## src/rtl/clk_div_pkg.sv

```systemverilog
// -----------------------------------------------------------------------------
// clk_div_pkg
//   Shared constants and helpers for the multi-channel clock divider.
//   Holds the legal parameter ranges and the ceil(D/2) helper that sets the
//   low/high split of every divided clock. Nothing here depends on instance
//   parameters, so every channel width can share the same definitions.
// -----------------------------------------------------------------------------
package clk_div_pkg;

  localparam int unsigned DIV_W_MIN    = 2;
  localparam int unsigned DIV_W_MAX    = 32;
  localparam int unsigned CHANNELS_MIN = 1;
  localparam int unsigned CHANNELS_MAX = 16;

  // Number of low cycles in a period of length d: ceil(d/2).
  // Computed as (d >> 1) + d[0] so it cannot overflow even at d = 2^32-1.
  function automatic logic [DIV_W_MAX-1:0] ceil_half(input logic [DIV_W_MAX-1:0] d);
    return (d >> 1) + {{(DIV_W_MAX-1){1'b0}}, d[0]};
  endfunction

endpackage : clk_div_pkg

```

## src/rtl/clk_div_chan.sv

```systemverilog
// -----------------------------------------------------------------------------
// clk_div_chan
//   One divider channel. Holds an active divisor, a shadow divisor written by
//   div_we_i, and a period counter. The shadow is promoted to active only at a
//   period boundary (natural wrap, sync, or whenever the channel is idle), so a
//   running period is never cut short by a divisor write.
//
// Ports
//   clk, rst_n   : clock, asynchronous active-low reset
//   en_i         : run enable
//   div_i        : new divisor value, captured when div_we_i is high
//   div_we_i     : one-cycle divisor write strobe
//   sync_i       : phase-realign strobe (restart the period next cycle)
//   clk_out_o    : divided clock, low for ceil(D/2) cycles then high
//   tick_o       : high in the first cycle of every period
//   pend_o       : a written divisor is waiting for the next boundary
// -----------------------------------------------------------------------------
module clk_div_chan
  import clk_div_pkg::*;
#(
  parameter int unsigned DIV_W     = 16,
  parameter int unsigned RESET_DIV = 26
) (
  input  logic             clk,
  input  logic             rst_n,
  input  logic             en_i,
  input  logic [DIV_W-1:0] div_i,
  input  logic             div_we_i,
  input  logic             sync_i,
  output logic             clk_out_o,
  output logic             tick_o,
  output logic             pend_o
);

  localparam logic [DIV_W-1:0] RESET_DIV_W = DIV_W'(RESET_DIV);
  localparam logic [DIV_W-1:0] ONE         = DIV_W'(1);

  logic [DIV_W-1:0] cnt_q,    cnt_d;
  logic [DIV_W-1:0] div_q,    div_d;
  logic [DIV_W-1:0] shadow_q, shadow_d;
  logic             run_q,    run_d;
  logic             pend_q,   pend_d;
  logic             tick_q,   tick_d;
  logic             clk_out_q, clk_out_d;

  logic last_cnt;   // current cycle is the final one of a running period
  logic boundary;   // shadow divisor may be promoted on this edge
  logic restart;    // counter returns to 0 on this edge

  // NOTE: every signal assigned in this block gets a value on every path, so
  // no latch can be inferred; keep it that way when adding terms.
  always_comb begin
    // run_q guarantees div_q != 0, so div_q - 1 never wraps when it matters.
    last_cnt = run_q && (cnt_q == div_q - ONE);

    // An idle channel (disabled now, or not running last cycle, which also
    // covers D == 0) is always at a boundary, so writes land immediately.
    boundary = !en_i || !run_q || sync_i || last_cnt;

    shadow_d = div_we_i ? div_i : shadow_q;
    div_d    = boundary ? shadow_d : div_q;
    pend_d   = boundary ? 1'b0 : (pend_q || div_we_i);

    run_d    = en_i && (div_d != '0);

    // A wrap and a sync on the same edge both just mean "restart", so they
    // yield one tick together rather than two.
    restart  = !run_q || sync_i || last_cnt;

    if (!run_d) begin
      cnt_d = '0;
    end else if (restart) begin
      cnt_d = '0;
    end else begin
      cnt_d = cnt_q + ONE;
    end

    // Outputs are computed from next-state values and registered below, so
    // no input reaches clk_out_o or tick_o without passing through a flop.
    tick_d    = run_d && (cnt_d == '0);
    clk_out_d = run_d && (32'(cnt_d) >= ceil_half(32'(div_d)));
  end

  // NOTE: state registers use non-blocking assignments only; the asynchronous
  // reset clears outputs at once, so a reset mid-period cannot emit a tick.
  always_ff @(posedge clk or negedge rst_n) begin
    if (!rst_n) begin
      cnt_q     <= '0;
      div_q     <= RESET_DIV_W;
      shadow_q  <= RESET_DIV_W;
      run_q     <= 1'b0;
      pend_q    <= 1'b0;
      tick_q    <= 1'b0;
      clk_out_q <= 1'b0;
    end else begin
      cnt_q     <= cnt_d;
      div_q     <= div_d;
      shadow_q  <= shadow_d;
      run_q     <= run_d;
      pend_q    <= pend_d;
      tick_q    <= tick_d;
      clk_out_q <= clk_out_d;
    end
  end

  assign clk_out_o = clk_out_q;
  assign tick_o    = tick_q;
  assign pend_o    = pend_q;

endmodule : clk_div_chan

```

## src/rtl/clk_div_multi.sv

```systemverilog
// -----------------------------------------------------------------------------
// clk_div_multi
//   CHANNELS independent programmable clock dividers sharing one clock and a
//   global sync strobe that restarts the period of every running channel.
//
// Parameters
//   CHANNELS  : number of channels, 1..16
//   DIV_W     : divisor / counter width, 2..32
//   RESET_DIV : divisor active in every channel after reset
//
// Ports
//   clk, rst_n : clock, asynchronous active-low reset
//   en         : per-channel run enable
//   div_in     : per-channel divisor, channel c in bits [c*DIV_W +: DIV_W]
//   div_we     : per-channel divisor write strobe
//   sync       : global phase-realign strobe
//   clk_out    : per-channel divided clock (registered)
//   tick       : per-channel period-start pulse (registered)
//   pend       : per-channel "written divisor not yet active"
// -----------------------------------------------------------------------------
module clk_div_multi
  import clk_div_pkg::*;
#(
  parameter int unsigned CHANNELS  = 2,
  parameter int unsigned DIV_W     = 16,
  parameter int unsigned RESET_DIV = 26
) (
  input  logic                      clk,
  input  logic                      rst_n,
  input  logic [CHANNELS-1:0]       en,
  input  logic [CHANNELS*DIV_W-1:0] div_in,
  input  logic [CHANNELS-1:0]       div_we,
  input  logic                      sync,
  output logic [CHANNELS-1:0]       clk_out,
  output logic [CHANNELS-1:0]       tick,
  output logic [CHANNELS-1:0]       pend
);

  for (genvar c = 0; c < CHANNELS; c++) begin : g_chan
    clk_div_chan #(
      .DIV_W     (DIV_W),
      .RESET_DIV (RESET_DIV)
    ) u_chan (
      .clk       (clk),
      .rst_n     (rst_n),
      .en_i      (en[c]),
      .div_i     (div_in[c*DIV_W +: DIV_W]),
      .div_we_i  (div_we[c]),
      .sync_i    (sync),
      .clk_out_o (clk_out[c]),
      .tick_o    (tick[c]),
      .pend_o    (pend[c])
    );
  end

endmodule : clk_div_multi

```

## config.mk

```make
export PLATFORM = sky130hd
export DESIGN_NAME = clk_div_multi
export DESIGN_NICKNAME = d
export VERILOG_FILES = /design/src/rtl/clk_div_pkg.sv /design/src/rtl/clk_div_chan.sv /design/src/rtl/clk_div_multi.sv
export SDC_FILE = /design/constraint.sdc
export NUM_CORES = 1
export LEC_CHECK = 0
export ABC_CLOCK_PERIOD_IN_PS = 6500
export CORE_MARGIN = 3
export CORE_UTILIZATION = 30
export DETAILED_ROUTE_END_ITERATION = 12
export PLACE_DENSITY = 0.47
export SKIP_CTS_REPAIR_TIMING = 1
export SLEW_MARGIN = 15
export SYNTH_ARGS = -nofsm -noshare
export SYNTH_HDL_FRONTEND = slang
export SYNTH_SLANG_ARGS = --single-unit
export TNS_END_PERCENT = 1
```

## constraint.sdc

```tcl
create_clock -name clk -period 6.5 [get_ports clk]
set_input_delay 0.65 -clock clk [delete_from_list [all_inputs] [get_ports clk]]
set_output_delay 0.65 -clock clk [all_outputs]
set_load 0.005 [all_outputs]
```

Word level (Yosys, flattened, before mapping):

Cells that the tools add are included.

* $lt $le $gt $ge: 2
* add/subtract/negate cells: 6
* reductions and logical operators: 28
* muxes and demuxes: 10
* equal/unequal tests: 2

Operators by type and width (count)
* 16-bit 2-to-1 mux: 8
* 16-bit by 32-bit >= comparator with 1-bit output: 2
* 15-bit by 1-bit adder with 16-bit output: 2
* 16-bit by 1-bit adder with 16-bit output, second input constant: 2
* 16-bit == test: 2
* 16-bit logical NOT: 2
* 16-bit nonzero test: 2
* 16-bit by 1-bit subtractor with 16-bit output, second input constant: 2
* 1-bit logical OR: 12
* 1-bit logical AND: 8
* 1-bit logical NOT: 4
* 1-bit 2-to-1 mux: 2

* input bits: 39
* flip-flop bits (word level): 104
* word-level logic and storage cells: 62
* output and inout port bits: 6

Depth between registers and ports, before layout:

* depth after elaboration: 10
* gate-level depth with buffers: 26
* depth with buffers taken out: 24

Cells and area by module:

Synthesis repeated with hierarchy kept, for this count alone.

* cells, all modules: 786
* area total of the unflattened synthesis: 7537.2 um^2

By module, submodules not included
* clk_div_chan: cells each 393, area each 3768.6 um^2, instances 2, sequential area each 1308.8 um^2

Worst setup path after synthesis:

Ideal clock, no wire load.

* kind: reg2reg
* from: register g_chan[0].u_chan.div_q[5]
* to: register g_chan[0].u_chan.clk_out_q
* setup slack: 1.300 ns
* library setup time: 0.120 ns
* arrival time: 5.080 ns
* cell stages (with the launch flop): 26
* path through: dfrtp_1 buf_6 or4_4 o31a_1 o32a_1 a21bo_1 nand4_2 o211ai_4 buf_4 mux2_2 inv_1 ha_1 inv_1 nor4_1 or2_2 buf_2 buf_2 nor2_1 ha_1 a21o_1 a21o_1 a21oi_1 nor2b_1 o21ai_0 a211oi_1 o211a_1

* longest elaborated chain between the ends: 10
* elaborated cells between the ends (all ways): 13
* those cells by class: add/sub (2); order compare (1); eq/ne (1); mux (3); reduce/logical (6)

Ends and longest elaborated chain
* start, declared: line clk_div_chan.sv:39 `logic [DIV_W-1:0] div_q, div_d;`
* start signal, assigned: line clk_div_chan.sv:97 `div_q <= div_d;`
* 16-bit by 1-bit subtractor with 16-bit output: line clk_div_chan.sv:54 `last_cnt = run_q && (cnt_q == div_q - ONE);`
* 16-bit == test: line clk_div_chan.sv:54
* 1-bit logical AND: line clk_div_chan.sv:54
* 1-bit logical OR: line clk_div_chan.sv:58 `boundary = !en_i || !run_q || sync_i || last_cnt;`
* 16-bit 2-to-1 mux: line clk_div_chan.sv:61 `div_d = boundary ? shadow_d : div_q;`
* net g_chan[0].u_chan.div_d[0]: line clk_div_chan.sv:39
* 16-bit nonzero test: line clk_div_chan.sv:64 `run_d = en_i && (div_d != '0);`
* 1-bit logical AND: line clk_div_chan.sv:64
* 16-bit 2-to-1 mux: line clk_div_chan.sv:70 `if (!run_d) begin`
* net g_chan[0].u_chan.cnt_d[1]: line clk_div_chan.sv:38 `logic [DIV_W-1:0] cnt_q, cnt_d;`
* 16-bit by 32-bit >= comparator with 1-bit output: line clk_div_chan.sv:81 `clk_out_d = run_d && (32'(cnt_d) >= ceil_half(32'(div_d)));`
* 1-bit logical AND: line clk_div_chan.sv:81
* net g_chan[0].u_chan.clk_out_d: line clk_div_chan.sv:44 `logic clk_out_q, clk_out_d;`
* end signal, assigned: line clk_div_chan.sv:102 `clk_out_q <= clk_out_d;`
* end, declared: line clk_div_chan.sv:44

The timed path passes the listed nets, and every way through them passes these cells.

Worst setup path after layout:

* from: register g_chan[1].u_chan.div_q[0]
* to: register g_chan[1].u_chan.clk_out_q

* longest elaborated chain between the ends: 10
* elaborated cells between the ends (all ways): 13
* those cells by class: add/sub (2); order compare (1); eq/ne (1); mux (3); reduce/logical (6)

Ends and longest elaborated chain (line)
* start, declared: clk_div_chan.sv:39
* start signal, assigned: clk_div_chan.sv:97
* 16-bit by 1-bit subtractor with 16-bit output *: clk_div_chan.sv:54
* 16-bit == test *: clk_div_chan.sv:54
* 1-bit logical AND *: clk_div_chan.sv:54
* 1-bit logical OR *: clk_div_chan.sv:58
* 16-bit 2-to-1 mux *: clk_div_chan.sv:61
* net g_chan[1].u_chan.div_d[2]: clk_div_chan.sv:39
* parallel branches: the longest is 4 deep, another holds 16-bit by 32-bit >= comparator with 1-bit output
* 1-bit logical AND *: clk_div_chan.sv:81
* net g_chan[1].u_chan.clk_out_d: clk_div_chan.sv:44
* end signal, assigned: clk_div_chan.sv:102
* end, declared: clk_div_chan.sv:44

Mark *: on every way through the listed nets, which the timed path passes.

==> results.cfg <==
[status]
status = finished, final reports clean

[floorplan]
core_sq_um = 24700
initial_core_util_pct = 31.0
rows = 57
dieArea_sq_um = 27500
die_x_microns = 166
io_pins = 45
die_h_microns = 166

[synth]
synth-async-reset-ratio_pct = 100
synthCells = 809
postSynthAreaPerCell_sq_um = 9.49
synthTopCellsByArea = dfrtp_1, mux2_2, ha_1
synthesis.nets = 890
ys_seq_elements = 104
ys.flop_type = dfrtp_1
synth_top_area_share_pct = 30.0
synth_cell_types = 66
yosysWarnings = 0
synth_edf_count = 0
synth_top_cell_by_area = dfrtp_1
ys_seq_area_share_pct = 34.1
syn_area_sq_um = 7680

[worst_setup_path]
path_cells = inv_1 > ha_1 > or4b_4 > nor4_2 > xnor2_1 > nor4b_1 > nand4_1 > nand4b_2 > buf_4 > mux2_2 > ha_1 > and3_1 > nand2_1 > or3b_2 > mux2i_1 > xnor2_1 > ha_1 > o2111ai_1 > nor2_1 > a211oi_1 > o31ai_1 > and3_1
crit_family = simple AND/OR/NAND/NOR gates
cp_slowest_cell = or4b_4
r2r_setup_slack_ns = 0.68
crit_arrival_ns = 6.06
crit_required_ns = 6.74
crit_path_max_incr_delay_ns = 0.53
reg2reg_from = g_chan[1].u_chan.div_q[0]
cp_num_buf_inv = 2
cp-start-kind = flip-flop
cp_max_fo = 30
startpoint = g_chan[1].u_chan.div_q[0]
cp_common_cell = ha_1
worstSetupPathType = reg2reg
end_kind = flip-flop

[pwr]
vdd_ir_drop_max_uv = 109
power_density_nw_per_um2 = 197
leakage_nw = 3.55

[timing]
fin_crit_sh_pct = 89.5
worst_pin_slew_ns = 0.835
final-hold-violation-count = 0
setup_tns_ns = 0
relSlewSlack_pct = 44.3
period_needed_ns = 5.82
timing.fmax_mhz = 172
setup_viol = 0
finClkSkew_ns = 0.0137
slew_violations = 0
rsz0062_at_grt = false

[layout]
instances_no_fill = 1143
finalNetCount = 895
syn_to_final_growth_pct = 11.5
antennaDiodeCount = 0
drive_gt1_share_pct = 14.0
layout_common_cells = dfrtp_1, nor2_1, mux2_2
fillers = 2521
final_common_cell = dfrtp_1

[drt]
drc = 0
wl_per_cell_microns = 18.5
vias = 5882
ant_nets = 0
viasPerCell = 5.15
wl_microns = 21100
firstDrtPassIters = 5
drt-initial-drc-count = 314

[grt]
grt_pass1_vias = 6005
grt_use_total_pct = 15.5
overflow = 0
grt_max_degree = 61
grt_pass1_wl_microns = 34200
antenna_found_initial = 0

[placement]
dp.cells = 1127
hpwl_microns = 16500
io_buffers = 44
place_congestion = 0.852

[clocking]
cts_max_level = 3
clk_latency_ns = 0.36
cts_tree = yes
root_buffer = clkbuf_16
clockBufferDepth = 2
cts-buffers-inserted = 9
numClockSinks = 104
clk_pin_slew_ns = 0.08

[min_path]
hold_path.class = in2async

[flow_run]
max-cap-violations = 0
==> registers in the layout, summed over array words and instances (netlist names) <==
register	cells
g_chan.u_chan.run_q	2
g_chan.u_chan.shadow_q	32
g_chan.u_chan.pend_o	2
g_chan.u_chan.cnt_q	32
g_chan.u_chan.tick_o	2
g_chan.u_chan.div_q	32
g_chan.u_chan.clk_out_o	2
==> final cells by class <==
type / instances / area [sq um] / area share [%]
clock inverters: 3 / 42.5 / 0.497
flip-flops and latches: 104 / 2620 / 30.6
repair buffers: 52 / 498 / 5.82
well taps: 324 / 405 / 4.74
multi-input cells: 621 / 4640 / 54.2
clock buffers: 13 / 260 / 3.04
inverters: 26 / 97.6 / 1.14
==> through the flow <==
step | setup WS, ns | util, % | total power [mW] | hold slack [ns] | cell area [sq um]
2_1_floorplan | 1.30 | - | 1.00 | 0.354 | 7680
3_3_place_gp | 0.635 | 33.4 | 1.13 | 0.478 | 8260
3_5_place_dp | 0.662 | 33.4 | 1.13 | 0.484 | 8260
4_1_cts | 0.620 | 34.6 | 1.71 | 0.416 | 8560
5_1_grt | 0.270 | 34.6 | 1.78 | 0.445 | 8560
6_report | 0.684 | 34.6 | 1.69 | 0.377 | 8560
==> report_power, final <==
group / total, mW / switching (mW) / internal, mW
logic: 0.349 / 0.188 / 0.162
registers: 0.764 / 0.0646 / 0.699
clock network: 0.575 / 0.254 / 0.320
==> logic make-up after synthesis <==
group / synth area share (%)
buffers and inverters: 5.48
DFF: 34.1
AOI/OAI and AO/OA: 8.05
adders and majority gates: 6.84
and+or+nand+nor: 21.6
muxes: 14.0
xor gates and xnor gates: 9.93
==> final timing paths <==
path | endpoint | cells after the start
setup / recovery | g_chan[1].u_chan.clk_out_o | 22
hold / removal | g_chan[1].u_chan.shadow_q[10] | 1
setup reg to reg | g_chan[1].u_chan.clk_out_o | 22
hold reg to reg | g_chan[1].u_chan.pend_o | 2
max in group asynchronous | g_chan[0].u_chan.div_q[9] | 2
min in group clk | g_chan[1].u_chan.pend_o | 2
==> synthesized netlist by cell type (5+ instances only) <==
| master | count |
|---|---|
| nand3_1 | 40 |
| nor2b_1 | 9 |
| xor2_1 | 34 |
| nand2b_1 | 9 |
| buf_2 | 10 |
| a21oi_1 | 18 |
| a211oi_1 | 5 |
| nand2_1 | 42 |
| and3_1 | 15 |
| dfstp_2 | 12 |
| dfrtp_1 | 92 |
| mux2_4 | 9 |
| o21ai_0 | 18 |
| o2111ai_1 | 6 |
| or3_1 | 16 |
| a21o_1 | 8 |
| a31oi_1 | 5 |
| nor3_1 | 21 |
| clkbuf_1 | 33 |
| mux2_2 | 55 |
| buf_4 | 8 |
| nand4_1 | 24 |
| ha_1 | 42 |
| inv_1 | 26 |
| and2_1 | 7 |
| nor4_1 | 15 |
| nor2_1 | 77 |
| or2_2 | 5 |
| mux2i_1 | 32 |
| xnor2_1 | 53 |
| or4_1 | 5 |
==> routing by layer <==
layer	routed length [microns]	global-route usage [%]	vias up
li1	-	-	2898
met1	9160	19.2	2832
met2	10800	27.4	124
met3	638	2.48	28
met4	525	4.95	0
met5	0	0	-
(Power assumes the default switching activity.)
